File: src/rtl/cc_gate_xor_pkg.sv
// Shared state encoding and mode constants for the XOR gate/accumulator slice.
package cc_gate_xor_pkg;

    typedef enum logic {
        ST_IDLE = 1'b0,
        ST_ACC  = 1'b1
    } state_t;

    localparam logic MODE_PAIR  = 1'b0;
    localparam logic MODE_FRAME = 1'b1;

endpackage

File: src/rtl/cc_gate_xor_vec.sv
// Bitwise XOR of two operand words.
// Latency: combinational. Backpressure: none, pure datapath.
module cc_gate_xor_vec #(
    parameter int WIDTH = 8
) (
    input  logic [WIDTH-1:0] opA,
    input  logic [WIDTH-1:0] opB,
    output logic [WIDTH-1:0] x
);

    assign x = opA ^ opB;

endmodule

File: src/rtl/cc_gate_xor_acc.sv
// Registered XOR gate: pair mode emits a ^ b per beat, frame mode folds up to FRAME_LEN beats.
// Latency: result one clock after the accepting edge of the final beat; 1 beat/cycle sustained.
// Backpressure: ready_Out = !valid_Out | ready_In; result held stable while stalled. Option: CC_GATE_XOR_ACC_PARITY_EN.
module cc_gate_xor_acc
    import cc_gate_xor_pkg::*;
#(
    parameter  int WIDTH     = 8,
    parameter  int FRAME_LEN = 4,
    localparam int CNT_W     = $clog2(FRAME_LEN + 1)
) (
    input  logic             cc_gate_xor_acc_CLOCK_50,
    input  logic             cc_gate_xor_acc_RESET_InLow,
    input  logic             cc_gate_xor_acc_mode_In,
    input  logic [WIDTH-1:0] cc_gate_xor_acc_a_In,
    input  logic [WIDTH-1:0] cc_gate_xor_acc_b_In,
    input  logic             cc_gate_xor_acc_last_In,
    input  logic             cc_gate_xor_acc_valid_In,
    output logic             cc_gate_xor_acc_ready_Out,
    output logic [WIDTH-1:0] cc_gate_xor_acc_z_Out,
    output logic [CNT_W-1:0] cc_gate_xor_acc_count_Out,
`ifdef CC_GATE_XOR_ACC_PARITY_EN
    output logic             cc_gate_xor_acc_parity_Out,
`endif
    output logic             cc_gate_xor_acc_valid_Out,
    input  logic             cc_gate_xor_acc_ready_In
);

    localparam bit SINGLE_BEAT = (FRAME_LEN == 1);

    state_t           state;
    logic [WIDTH-1:0] acc;
    logic [CNT_W-1:0] cnt;
    logic             modeLat;

    logic [WIDTH-1:0] x;
    logic             accept;
    logic [CNT_W-1:0] cntNext;
    logic             closeFrame;
    logic             loadRes;
    logic [WIDTH-1:0] resNext;
    logic [CNT_W-1:0] resCnt;

    cc_gate_xor_vec #(.WIDTH(WIDTH)) uVec (
        .opA (cc_gate_xor_acc_a_In),
        .opB (cc_gate_xor_acc_b_In),
        .x   (x)
    );

    // Held low during reset so the producer never sees a phantom accept.
    assign cc_gate_xor_acc_ready_Out = cc_gate_xor_acc_RESET_InLow &
                                       (!cc_gate_xor_acc_valid_Out | cc_gate_xor_acc_ready_In);
    assign accept  = cc_gate_xor_acc_valid_In & cc_gate_xor_acc_ready_Out;
    assign cntNext = cnt + CNT_W'(1);

    // A frame can only be opened in frame mode; a pair latch closes immediately as a safety net.
    assign closeFrame = cc_gate_xor_acc_last_In | (cntNext == CNT_W'(FRAME_LEN)) |
                        (modeLat == MODE_PAIR);

    always_comb begin
        loadRes = 1'b0;
        resNext = x;
        resCnt  = CNT_W'(1);
        if (accept) begin
            if (state == ST_IDLE) begin
                loadRes = (cc_gate_xor_acc_mode_In == MODE_PAIR) | cc_gate_xor_acc_last_In |
                          SINGLE_BEAT;
            end else if (closeFrame) begin
                loadRes = 1'b1;
                resNext = acc ^ x;
                resCnt  = cntNext;
            end
        end
    end

    always_ff @(posedge cc_gate_xor_acc_CLOCK_50 or negedge cc_gate_xor_acc_RESET_InLow) begin
        if (!cc_gate_xor_acc_RESET_InLow) begin
            state                     <= ST_IDLE;
            acc                       <= '0;
            cnt                       <= '0;
            modeLat                   <= MODE_PAIR;
            cc_gate_xor_acc_z_Out     <= '0;
            cc_gate_xor_acc_count_Out <= '0;
            cc_gate_xor_acc_valid_Out <= 1'b0;
`ifdef CC_GATE_XOR_ACC_PARITY_EN
            cc_gate_xor_acc_parity_Out <= 1'b0;
`endif
        end else begin
            if (loadRes) begin
                cc_gate_xor_acc_z_Out     <= resNext;
                cc_gate_xor_acc_count_Out <= resCnt;
                cc_gate_xor_acc_valid_Out <= 1'b1;
`ifdef CC_GATE_XOR_ACC_PARITY_EN
                cc_gate_xor_acc_parity_Out <= ^resNext;
`endif
            end else if (cc_gate_xor_acc_valid_Out & cc_gate_xor_acc_ready_In) begin
                cc_gate_xor_acc_valid_Out <= 1'b0;
            end

            if (accept) begin
                case (state)
                    ST_IDLE: begin
                        if (!loadRes) begin
                            acc     <= x;
                            cnt     <= CNT_W'(1);
                            modeLat <= cc_gate_xor_acc_mode_In;
                            state   <= ST_ACC;
                        end
                    end
                    ST_ACC: begin
                        if (closeFrame) begin
                            acc   <= '0;
                            cnt   <= '0;
                            state <= ST_IDLE;
                        end else begin
                            acc <= acc ^ x;
                            cnt <= cntNext;
                        end
                    end
                    default: state <= ST_IDLE;
                endcase
            end
        end
    end

endmodule

File: config.mk
export PLATFORM = sky130hd
export DESIGN_NAME = cc_gate_xor_acc
export DESIGN_NICKNAME = d
export VERILOG_FILES = /design/src/rtl/cc_gate_xor_pkg.sv /design/src/rtl/cc_gate_xor_vec.sv /design/src/rtl/cc_gate_xor_acc.sv
export SDC_FILE = /design/constraint.sdc
export NUM_CORES = 1
export LEC_CHECK = 0
export CAP_MARGIN = 20
export CORE_MARGIN = 5
export CORE_UTILIZATION = 50
export CTS_CLUSTER_DIAMETER = 200
export DETAILED_ROUTE_END_ITERATION = 12
export PLACE_DENSITY = 0.87
export SYNTH_ARGS = -nofsm -noshare
export SYNTH_HDL_FRONTEND = slang
export SYNTH_SLANG_ARGS = --single-unit
File: constraint.sdc
create_clock -name cc_gate_xor_acc_CLOCK_50 -period 2.1 [get_ports cc_gate_xor_acc_CLOCK_50]
set_input_delay 0.525 -clock cc_gate_xor_acc_CLOCK_50 [delete_from_list [all_inputs] [get_ports cc_gate_xor_acc_CLOCK_50]]
set_output_delay 0.525 -clock cc_gate_xor_acc_CLOCK_50 [all_outputs]
set_load 0.005 [all_outputs]
==> results of run 1 <==
## critical path, stage by stage
cell and delay [ns]:
clkdlybuf4s50_1 0.42, nand2b_1 0.16, and2_1 0.15, dlygate4sd2_1 0.25
## Yosys cell counts (2+ instances only)
cell | n | area (µm²)
dfrtp_1 | 25 | 626
o21ai_0 | 19 | 95.1
nand2_1 | 8 | 30.0
nand4_1 | 8 | 50.1
o211ai_1 | 8 | 60.1
nand2b_1 | 7 | 43.8
a32o_1 | 6 | 60.1
a21oi_1 | 5 | 25.0
o2111ai_1 | 5 | 43.8
xor2_1 | 5 | 43.8
nor3_1 | 4 | 20.0
o31ai_1 | 4 | 30.0
buf_2 | 3 | 15.0
o21a_1 | 3 | 22.5
or4_1 | 3 | 22.5
xnor2_1 | 3 | 26.3
a21oi_2 | 2 | 17.5
a221o_1 | 2 | 20.0
a22o_1 | 2 | 17.5
and2_1 | 2 | 12.5
ha_1 | 2 | 25.0
nor2_1 | 2 | 7.51
nor2b_1 | 2 | 12.5
## final timing paths
check / to / cells after the start
setup / recovery: cc_gate_xor_acc_ready_Out / 4
hold / removal: modeLat / 1
setup reg to reg: acc[2] / 6
hold reg to reg: modeLat / 1
max in group asynchronous: cc_gate_xor_acc_z_Out[0] / 3
min in group asynchronous: acc[0] / 2
## metrics by stage
step	hold WS, ns	setup TNS (ns)
floorplan	0.229	0
global placement	0.456	-0.441
detailed placement	0.479	-0.677
CTS	0.517	0
global route	0.544	0
finish	0.513	0
## state kept, by name (all words and copies together), names as in the netlist
name / flops
cc_gate_xor_acc_z_Out: 8
state: 1
cc_gate_xor_acc_count_Out: 3
cnt: 3
modeLat: 1
acc: 8
cc_gate_xor_acc_valid_Out: 1
## area by class of cell
cell class                      count  area (µm²)
Sequential cell                    25         626
Inverter                            1        3.75
Fill cell                         208         951
Multi-Input combinational cell    118         850
Timing Repair Buffer               56         504
Clock buffer                        3        22.5
Tap cell                           33        41.3
Clock inverter                      1        5.00
## kinds of logic (layout without fill, tap and decap cells)
group / Yosys count / after routing / synth area share [%]
adders and majority gates: 2 / 2 / 1.63
and+or+nand+nor: 41 / 41 / 15.6
AOI/OAI and AO/OA: 66 / 66 / 32.6
buffers and inverters: 8 / 61 / 3.68
xor gates and xnor gates: 9 / 9 / 5.64
DFF: 25 / 25 / 40.8
## where the power goes
part | internal, W | switching, W | leakage, nW
logic | 0.000367 | 0.000318 | 0.482
registers | 0.000627 | 0.000125 | 0.311
clock network | 0.0000717 | 0.000151 | 0.0177
## per-layer routing
metal / share of wire [%] / up-vias
met2: 50 / 57
met1: 43 / 729
li1: - / 697
met5: 0 / -
met4: 1.6 / 0
met3: 5.6 / 8
## cells in the final DEF (no fill, tap or decap), drive strengths merged
cell type | synthesis | routed
o211ai | 8 | 8
nor4b | 1 | 1
a32o | 6 | 6
nand3 | 1 | 1
buf | 6 | 22
nor3 | 4 | 4
xnor2 | 3 | 3
clkinv | 0 | 1
a211oi | 3 | 3
dlygate4sd2 | 0 | 1
nand2b | 8 | 8
a22oi | 1 | 1
xor2 | 6 | 6
o2111ai | 5 | 5
clkdlybuf4s50 | 0 | 33
a31o | 1 | 1
dfrtp | 25 | 25
a21o | 2 | 2
a211o | 1 | 1
nand4 | 8 | 8
or4 | 3 | 3
o21a | 3 | 3
nand2 | 9 | 9
clkbuf | 1 | 3
and2 | 2 | 2
nor4 | 1 | 1
ha | 2 | 2
nor2 | 2 | 2
a21oi | 7 | 7
nor2b | 2 | 2
a221o | 2 | 2
o21ai | 20 | 20
o31ai | 5 | 5
a22o | 2 | 2
inv | 1 | 1
==> flow_summary_export.csv, run 1 <==
group,metric,value,unit
detailed_routing,antenna_left,0,
setup_path,crit_fanout,2,
min_path,hp-start,"modeLat",
synth,syn-instance-count,151,
placed_design,pre_cts_ws,-0.158,ns
timing,finalCriticalPeriod,2.03,ns
detailed_routing,wl,4.08,mm
detailed_routing,dr.pass1.iters,4,
clock_network,cts_resized,1,
clock_network,cts_sinks,25,
status,status,"completed",
finish,final_util,68.3,%
setup_path,cp-start-kind,"input pin",
clock_network,cts-buffers-inserted,3,
placed_design,hpwl,3.08,mm
synth,synth_edf_count,0,
synth,synth.cell_area,0.00153,mm²
die,io_pins,35,
global_routing,grt_pass1_vias,1496,
clock_network,clockBufferDepth,2,
timing,finalSetupViolations,0,
timing,drv_slew,0,
timing,max_freq,493,MHz
detailed_routing,drt_iter0_markers,140,
setup_path,critical_path_class,"in2out",
global_routing,antenna_found_initial,0,
synth,synth_nets,175,
setup_path,endpoint_kind,"primary output",
finish,diodes,0,
die,die_h,65.3,µm
detailed_routing,vias,1491,
setup_path,required,1.57,ns
synth,yosysWarnings,0,
die,fp.dieArea,0.00427,mm²
global_routing,top_usage_layer,"met2",
finish,final_nets,229,
clock_network,clkTransAtPathRegs,0.14,ns
global_routing,use_met2,34.8,%
die,fp.dieW,65.3,µm
placed_design,numPortBuffers,34,
global_routing,grt_pass1_wl,6.98,mm
setup_path,cp.arrival,1.50,ns
setup_path,worstSetupStartpoint,"cc_gate_xor_acc_ready_In",
synth,synthArstFlopShare,100,%
clock_network,clock_latency,0.33,ns
timing,clock_skew,0.00929,ns
setup_path,r2r-start,"cnt[0]",
placed_design,gp_congestion,0.851,
placed_design,dp.cells,233,
finish,area_growth,34.0,%
synth,avgSynthCellArea,10.1,µm²
global_routing,grt_overflow,0,
min_path,min_path_type,"reg2reg",
power_and_ir_drop,power.total,0.00166,W
timing,rsz0062_at_grt,"no",
flow_run,drv_cap,0,
detailed_routing,drc,0,
clock_network,cts_setup_buffers,0,
global_routing,grt_use_met3,3.93,%
synth,synth_seq_cells,25,
timing,hold_viol,0,
finish,design_area,0.00205,mm²
power_and_ir_drop,leakagePower,0.811,nW
clock_network,cts_tree,"built",
finish,stdcell_count,237,
synth,synth_cell_types,44,
power_and_ir_drop,vdd_drop_max,374,µV
die,row_count,20,
timing,slew_headroom,61.6,%
global_routing,grt_start_max_net_pins,17,
finish,drive_gt1_share,18.6,%
synth,synth_seq_area_share,40.8,%
placed_design,postPlaceCellArea,0.00203,mm²
die,core_area,0.00300,mm²
die,initial_utilization,51.0,%
timing,fin_ws,0.0705,ns
detailed_routing,routed_via_density,6.29,
detailed_routing,wire_per_inst,17.2,µm
synth,ys.flop_type,"dfrtp_1",
global_routing,use_met1,27.2,%
clock_network,holdBufCountCts,0,
power_and_ir_drop,power.density,809,mW/mm²
timing,worst_pin_slew,0.573,ns
clock_network,htreeDepth,1,
timing,min_period_over_period,96.6,%
clock_network,cts_root_buf,"clkbuf_4",
global_routing,grt_usage,21.1,%
setup_path,regToRegSetupSlack,0.16,ns
No activity file was read; power rests on OpenSTA's default activity.
==> run 2: changes to the inputs <==
CORE_MARGIN = 8   (was 5)
==> flow_summary_export.csv, run 2 (synthesized netlist as in run 1, its figures left out) <==
group,metric,value,unit
die,initial_utilization,51.4,%
timing,worst_pin_slew,0.625,ns
placed_design,pre_cts_ws,-0.202,ns
timing,max_freq,486,MHz
setup_path,required,1.57,ns
detailed_routing,drt_iter0_markers,124,
clock_network,htreeDepth,1,
setup_path,cp.arrival,1.53,ns
die,core_area,0.00298,mm²
min_path,hp-start,"modeLat",
clock_network,clockBufferDepth,2,
placed_design,numPortBuffers,34,
clock_network,cts-buffers-inserted,3,
clock_network,cts_setup_buffers,0,
timing,slew_headroom,58.2,%
global_routing,grt_use_met3,3.21,%
detailed_routing,wl,4.32,mm
die,die_h,71.3,µm
detailed_routing,antenna_left,0,
global_routing,antenna_found_initial,0,
global_routing,grt_usage,16.7,%
setup_path,path_cells,"clkdlybuf4s50_1, nand2b_4, and2_1, dlygate4sd2_1",
detailed_routing,wire_per_inst,18.3,µm
global_routing,top_usage_layer,"met2",
clock_network,cts_root_buf,"clkbuf_4",
finish,final_cell_mix,"clkdlybuf4s50_1, dfrtp_1, buf_4",
global_routing,grt_overflow,0,
clock_network,cts_tree,"built",
timing,clock_skew,0.00275,ns
status,status,"completed",
clock_network,clock_latency,0.34,ns
finish,area_growth,35.0,%
finish,final_util,69.4,%
timing,finalSetupViolations,0,
clock_network,clkTransAtPathRegs,0.15,ns
placed_design,hpwl,3.27,mm
power_and_ir_drop,leakagePower,0.813,nW
setup_path,slowest_stage,"clkdlybuf4s50_1",
detailed_routing,drc,0,
finish,reg_top3,"acc (8), cc_gate_xor_acc_z_Out (8)",
die,fp.dieArea,0.00509,mm²
die,fp.dieW,71.3,µm
global_routing,use_met1,18.1,%
clock_network,holdBufCountCts,0,
min_path,min_path_type,"reg2reg",
finish,drive_gt1_share,18.7,%
setup_path,slowest_delay,0.44,ns
timing,finalCriticalPeriod,2.06,ns
finish,final_nets,228,
global_routing,grt_pass1_vias,1542,
detailed_routing,vias,1529,
power_and_ir_drop,power.density,819,mW/mm²
global_routing,grt_start_max_net_pins,19,
placed_design,dp.cells,232,
finish,stdcell_count,236,
setup_path,r2r-start,"cnt[0]",
finish,final_common_cell,"clkdlybuf4s50_1",
timing,fin_ws,0.0445,ns
global_routing,grt_pass1_wl,6.94,mm
clock_network,cts_sinks,25,
setup_path,worstSetupStartpoint,"cc_gate_xor_acc_ready_In",
detailed_routing,routed_via_density,6.48,
detailed_routing,dr.pass1.iters,5,
timing,rsz0062_at_grt,"no",
timing,drv_slew,0,
timing,hold_viol,0,
die,io_pins,35,
setup_path,endpoint_kind,"primary output",
finish,diodes,0,
power_and_ir_drop,power.total,0.00169,W
power_and_ir_drop,vdd_drop_max,432,µV
setup_path,cp-start-kind,"input pin",
setup_path,critical_path_class,"in2out",
timing,min_period_over_period,97.9,%
flow_run,drv_cap,0,
die,row_count,20,
placed_design,gp_congestion,0.853,
setup_path,crit_fanout,2,
global_routing,use_met2,29.3,%
[run 2: routing by layer]
layer	vias up	routed length (µm)
li1	699	-
met1	732	1620
met2	85	2180
met3	13	381
met4	0	130
met5	-	0
[run 2: layout make-up]
cell class | count | area [µm²]
sequential | 25 | 626
tap | 33 | 41.3
multi-input combinational | 118 | 857
timing repair buffer | 55 | 509
fill | 215 | 911
inverter | 1 | 3.75
clock inverter | 1 | 7.51
clock buffer | 3 | 22.5
[run 2: timing repair]
action	4_1_cts	5_1_grt
gates resized for setup	1	1
pin swaps	0	0
setup endpoints to repair	1	1
cloned	0	0
[run 2: path summary, 6_finish.rpt]
| check | end | slack (ns) | cells after the start |
|---|---|---|---|
| setup / recovery | cc_gate_xor_acc_ready_Out | 0.04 | 4 |
| hold / removal | modeLat | 0.49 | 1 |
| setup reg to reg | cc_gate_xor_acc_z_Out[6] | 0.16 | 5 |
| hold reg to reg | modeLat | 0.49 | 1 |
| max in group asynchronous | acc[3] | 1.32 | 3 |
| min in group asynchronous | acc[1] | 0.52 | 2 |
[run 2: power by group]
group          switching (W)  internal, W
sequential          0.000132     0.000626
clock               0.000166    0.0000733
combinational       0.000322     0.000372
total               0.000621      0.00107
[run 2: worst max-delay path, delay by kind of cell]
kind / cells / cell delay (ns)
AND/OR/NAND/NOR: 2 / 0.31
buffers and inverters: 2 / 0.70
[run 2: stage by stage]
step	hold WS (ns)	cell area [µm²]	setup TNS [ns]
final	0.489	2070	0
after CTS	0.493	2060	0
after floorplan	0.229	1530	0
after detailed placement	0.459	2030	-1.09
after global placement	0.453	2030	-0.537
after global routing	0.509	2070	0
